File: src/rtl/systolic_pkg.sv
// Shared constants and types for the systolic array control path.
package systolic_pkg;

   localparam int unsigned CntrW = 16;

   localparam logic [15:2] AdrStart  = 14'h3FF8;
   localparam logic [15:2] AdrMax    = 14'h3FF9;
   localparam logic [15:2] AdrRun    = 14'h3FFA;
   localparam logic [15:2] AdrStatus = 14'h3FFB;

   typedef enum logic [1:0] {
      StIdle,
      StRun,
      StDrain,
      StDone
   } sys_state_e;

endpackage

File: src/rtl/systolic_ctrl_regs_seq_cntr.sv
// Nested step/round counter with wrap and last flag; shared with the buffer address generators.
module sys_seq_cntr
   import systolic_pkg::*;
(
   input  logic             clk,
   input  logic             rst,
   input  logic             clr_i,
   input  logic             en_i,
   input  logic [CntrW-1:0] step_max_i,
   input  logic [CntrW-1:0] round_max_i,
   output logic [CntrW-1:0] step_o,
   output logic [CntrW-1:0] round_o,
   output logic             last_o
);

   logic [CntrW-1:0] step_q;
   logic [CntrW-1:0] round_q;
   logic             step_wrap;

   // Equality is tested before incrementing, so all-ones limits never overflow.
   assign step_wrap = (step_q == step_max_i);

   always_ff @(posedge clk) begin
      if (rst || clr_i) begin
         step_q  <= '0;
         round_q <= '0;
      end else if (en_i) begin
         if (step_wrap) begin
            step_q <= '0;
            if (round_q != round_max_i) begin
               round_q <= round_q + 1'b1;
            end
         end else begin
            step_q <= step_q + 1'b1;
         end
      end
   end

   assign step_o  = step_q;
   assign round_o = round_q;
   assign last_o  = step_wrap && (round_q == round_max_i);

endmodule

File: src/rtl/systolic_ctrl_regs.sv
// Control/status register responder that sequences the systolic array through its rounds.
module systolic_ctrl_regs
   import systolic_pkg::*;
#(
   parameter logic [15:2] ADR_START    = AdrStart,
   parameter logic [15:2] ADR_MAX      = AdrMax,
   parameter logic [15:2] ADR_RUN      = AdrRun,
   parameter logic [15:2] ADR_STATUS   = AdrStatus,
   parameter int unsigned DRAIN_CYCLES = 8
) (
   input  logic        clk,
   input  logic        rst,
   input  logic        dma_io_we,
   input  logic [15:2] dma_io_wadr,
   input  logic [15:0] dma_io_wdata,
   input  logic [15:2] dma_io_radr,
   input  logic [15:0] dma_io_rdata_in,
   output logic [15:0] dma_io_rdata,
   output logic        sys_run,
   output logic [15:0] sys_step,
   output logic [15:0] sys_round,
   output logic        sys_round_start,
   output logic        sys_done
);

   localparam logic [CntrW-1:0] DrainLast = CntrW'(DRAIN_CYCLES - 1);

   sys_state_e       state_q;
   logic [CntrW-1:0] max_q;
   logic [CntrW-1:0] run_q;
   logic [CntrW-1:0] drain_q;
   logic             done_sticky_q;

   logic             idle;
   logic             busy;
   logic             wr_max;
   logic             wr_run;
   logic             start_acc;
   logic             cnt_last;
   logic [CntrW-1:0] step;
   logic [CntrW-1:0] round;

   assign idle      = (state_q == StIdle);
   assign busy      = !idle;
   assign wr_max    = dma_io_we && (dma_io_wadr == ADR_MAX) && idle;
   assign wr_run    = dma_io_we && (dma_io_wadr == ADR_RUN) && idle;
   assign start_acc = dma_io_we && (dma_io_wadr == ADR_START) && dma_io_wdata[0] && idle;

   sys_seq_cntr u_seq_cntr (
      .clk         (clk),
      .rst         (rst),
      .clr_i       (start_acc),
      .en_i        (state_q == StRun),
      .step_max_i  (max_q),
      .round_max_i (run_q),
      .step_o      (step),
      .round_o     (round),
      .last_o      (cnt_last)
   );

   always_ff @(posedge clk) begin
      if (rst) begin
         state_q       <= StIdle;
         max_q         <= '0;
         run_q         <= '0;
         drain_q       <= '0;
         done_sticky_q <= 1'b0;
      end else begin
         if (wr_max) max_q <= dma_io_wdata;
         if (wr_run) run_q <= dma_io_wdata;
         case (state_q)
            StIdle: begin
               if (start_acc) begin
                  state_q       <= StRun;
                  done_sticky_q <= 1'b0;
               end
            end
            StRun: begin
               if (cnt_last) begin
                  state_q <= StDrain;
                  drain_q <= '0;
               end
            end
            StDrain: begin
               if (drain_q == DrainLast) state_q <= StDone;
               else                      drain_q <= drain_q + 1'b1;
            end
            StDone: begin
               done_sticky_q <= 1'b1;
               state_q       <= StIdle;
            end
            default: state_q <= StIdle;
         endcase
      end
   end

   assign sys_run         = (state_q == StRun);
   assign sys_step        = step;
   assign sys_round       = round;
   assign sys_round_start = sys_run && (step == '0);
   assign sys_done        = (state_q == StDone);

   always_comb begin
      dma_io_rdata = dma_io_rdata_in;
      if (dma_io_radr == ADR_START)       dma_io_rdata = {15'b0, busy};
      else if (dma_io_radr == ADR_MAX)    dma_io_rdata = max_q;
      else if (dma_io_radr == ADR_RUN)    dma_io_rdata = run_q;
      else if (dma_io_radr == ADR_STATUS) dma_io_rdata = {14'b0, done_sticky_q, busy};
   end

endmodule

File: config.mk
export PLATFORM = sky130hd
export DESIGN_NAME = systolic_ctrl_regs
export DESIGN_NICKNAME = d
export VERILOG_FILES = /design/src/rtl/systolic_pkg.sv /design/src/rtl/systolic_ctrl_regs_seq_cntr.sv /design/src/rtl/systolic_ctrl_regs.sv
export SDC_FILE = /design/constraint.sdc
export NUM_CORES = 1
export LEC_CHECK = 0
export ABC_AREA = 1
export CAP_MARGIN = 20
export CORE_ASPECT_RATIO = 0.75
export CORE_MARGIN = 2
export CORE_UTILIZATION = 48
export DETAILED_ROUTE_END_ITERATION = 16
export DONT_BUFFER_PORTS = 1
export GPL_TIMING_DRIVEN = 1
export HOLD_SLACK_MARGIN = 0.02
export PLACE_DENSITY = 0.61
export SYNTH_ARGS = -nofsm -noshare
export SYNTH_HDL_FRONTEND = slang
export SYNTH_SLANG_ARGS = --single-unit
File: constraint.sdc
create_clock -name clk -period 2.4 [get_ports clk]
set_clock_uncertainty 0.15 [all_clocks]
set_input_delay 0.48 -clock clk [delete_from_list [all_inputs] [get_ports clk]]
set_output_delay 0.48 -clock clk [all_outputs]
set_load 0.02 [all_outputs]
==> flow_metrics.py <==
metrics = {
    "setup_path": {
        "path_depth": 7,
        "critPathLaunchType": "input pin",
        "crit_type": "input pin to primary output",
        "r2r_start": "u_seq_cntr.step_o[15]",
        "worstPathCellList": "nand4_1 -> nor3_1 -> buf_4 -> nand3_2 -> buf_4 -> o211ai_1 -> inv_2",
        "cp_common_cell": "buf_4",
        "cp_num_buf_inv": 3,
        "crit_path_max_incr_delay_ns": 0.25,
        "worstSetupStartpoint": "dma_io_radr[9]",
        "ff2ff_path_depth": 9,
        "endpoint_kind": "primary output",
        "crit_arrival_ns": 1.70,
        "ff2ff_setup_slack_ns": 0.21,
        "crit_family": "buffers and inverters",
        "crit_required_ns": 1.77,
        "path_max_fanout": 10,
        "slowest_stage": "o211ai_1",
    },
    "layout": {
        "multi_input_area_um2": 3010,
        "final_common_cell": "nand2_1",
        "register_area_um2": 1660,
        "diodes": 0,
        "final_nets": 878,
        "area_growth_pct": 13.3,
        "fillers": 1051,
        "final_layout_size_suffix_gt1_frac": 0.131,
        "layout_common_cells": "147 x nand2_1, 89 x inv_1, 81 x dfxtp_1",
    },
    "drt": {
        "ant_nets": 0,
        "drc": 0,
        "drt-initial-drc-count": 398,
        "firstDrtPassIters": 5,
        "via_per_inst": 5.51,
        "wl_mm": 15.1,
        "via_count": 5208,
        "wl_per_cell_um": 15.9,
    },
    "die": {
        "die_w_um": 124,
        "die_y_um": 94.2,
        "coreArea_um2": 10400,
        "start_util": 0.500,
        "die-area_um2": 11700,
        "ios": 114,
        "rows": 32,
    },
    "clock_tree": {
        "post_cts_buffers": 0,
        "clk_latency_ns": 0.34,
        "clk_path_buf_depth": 2,
        "h-tree-depth": 3,
        "cts_hold_buf": 0,
        "cts_tree": "yes",
        "cts_num_sinks": 83,
        "cts-root-buf": "clkbuf_16",
        "path_clk_slew_ns": 0.06,
        "numCtsBuffers": 9,
        "post_cts_resized": 0,
    },
    "global_routing": {
        "grt.overflow.total": 0,
        "grt_max_degree": 33,
        "grt_antenna_before_repair": 0,
        "grt_use_total": 0.254,
        "first_global_vias": 4684,
        "grt_pass1_wl_mm": 24.1,
    },
    "sta": {
        "hold_viol": 0,
        "slew_violations": 0,
        "fin_crit_ns": 2.33,
        "worstMarginPinSlew_ns": 0.541,
        "slew_headroom": 0.637,
        "fmax_mhz": 428,
        "finalSetupViolations": 0,
        "grt_setup_unrepaired": "yes",
        "holdWs_ns": 0.0496,
        "finalCritPeriodShare": 0.972,
    },
    "min_path": {
        "min_from": "rst",
        "holdPathStages": 1,
        "min-delay-path-class": "input pin to flop",
    },
    "pwr": {
        "p_per_area_nw_per_um2": 470,
        "peakVddDrop_v": 0.000306,
        "p_leak_uw": 0.00236,
        "p_total_uw": 2770,
    },
    "yosys": {
        "ys_seq_area_frac": 0.319,
        "netlist_instances": 777,
        "ys_warn_count": 0,
        "ys_types": 35,
        "syn-num-nets": 849,
        "synth_seq_cells": 83,
        "synthTopCellsByArea": "dfxtp_1 32%, nand2_1 11%, a21oi_1 7.2%",
        "synth_area_per_cell_um2": 6.71,
        "synth_top_area_frac": 0.319,
        "async_flop_share": 0,
        "synth_flop_cell": "dfxtp_1",
        "synth-edff-count": 0,
        "yosysTopAreaCell": "dfxtp_1",
        "netlist_area_um2": 5210,
    },
    "placement": {
        "portBuffers": 0,
        "hpwl_mm": 11.7,
        "gp_congestion": 0.886,
    },
    "flow_run": {
        "drv_cap": 0,
    },
    "run_status": {
        "status": "completed",
    },
}
-- flip-flops by register name (all words and copies together), names as in the netlist --
register	flops
u_seq_cntr.round_o	16
run_q	16
done_sticky_q	1
max_q	16
u_seq_cntr.step_o	16
drain_q	16
state_q	2
-- routing by layer --
layer  vias up  share of wire  GRT usage
met5         -              0          0
met4         0         0.0074     0.0403
met3        12          0.084     0.0780
met2       207           0.43      0.393
met1      2393           0.48      0.356
li1       2596              -          -
-- synthesized netlist by cell type, drive strengths merged (21+ instances only) --
| cell type | count |
|---|---|
| dfxtp | 83 |
| inv | 103 |
| o211ai | 27 |
| buf | 21 |
| nor2 | 83 |
| nand4 | 26 |
| a21oi | 75 |
| o21ai | 44 |
| nand2 | 155 |
| xnor2 | 26 |
| xor2 | 26 |
| nand3 | 52 |
-- path summary, 6_finish.rpt --
check,end
max,dma_io_rdata[5]
min,state_q[1]
max reg2reg,u_seq_cntr.round_o[10]
min reg2reg,drain_q[4]
-- worst reg2reg max path: stages (launching register included) --
cell and delay, ns:
dfxtp_1 0.55, xnor2_1 0.17, nand2_1 0.07, nor2_1 0.10, nand2_1 0.14, nor2_8 0.14
buf_4 0.23, nand3_2 0.31, nand2_1 0.16, a21oi_1 0.08
-- cells by family after synthesis --
family / count (synthesis) / share of synthesized area
DFF: 83 / 0.319
adders and majority gates: 9 / 0.0216
xor gates and xnor gates: 52 / 0.0874
and+or+nand+nor: 349 / 0.305
buffers and inverters: 137 / 0.112
AOI/OAI and AO/OA: 147 / 0.155
-- report_power, final --
part	switching [µW]	internal, µW	total [µW]
clock network	536	740	1280
logic	82.4	35.6	118
registers	0.206	1380	1380
total	619	2150	2770
-- final cells by class --
| type | count | share of cell area |
|---|---|---|
| multi-input combinational | 557 | 0.510 |
| sequential | 83 | 0.282 |
| timing repair buffer | 51 | 0.0670 |
| inverter | 104 | 0.0666 |
| clock buffer | 11 | 0.0428 |
| tap | 136 | 0.0288 |
| clock inverter | 3 | 0.00254 |
-- per-stage QoR --
stage	TNS, ns	util	std cells	instance area, µm²	setup WS (ns)
floorplan	0	-	777	5220	0.0555
global placement	0	0.538	931	5600	0.0828
detailed placement	0	0.538	931	5600	0.0416
CTS	0	0.563	945	5860	0.00779
global route	-0.0879	0.567	945	5900	-0.0541
finish	0	0.567	945	5900	0.0662
Power figures use the tool's default switching activity.
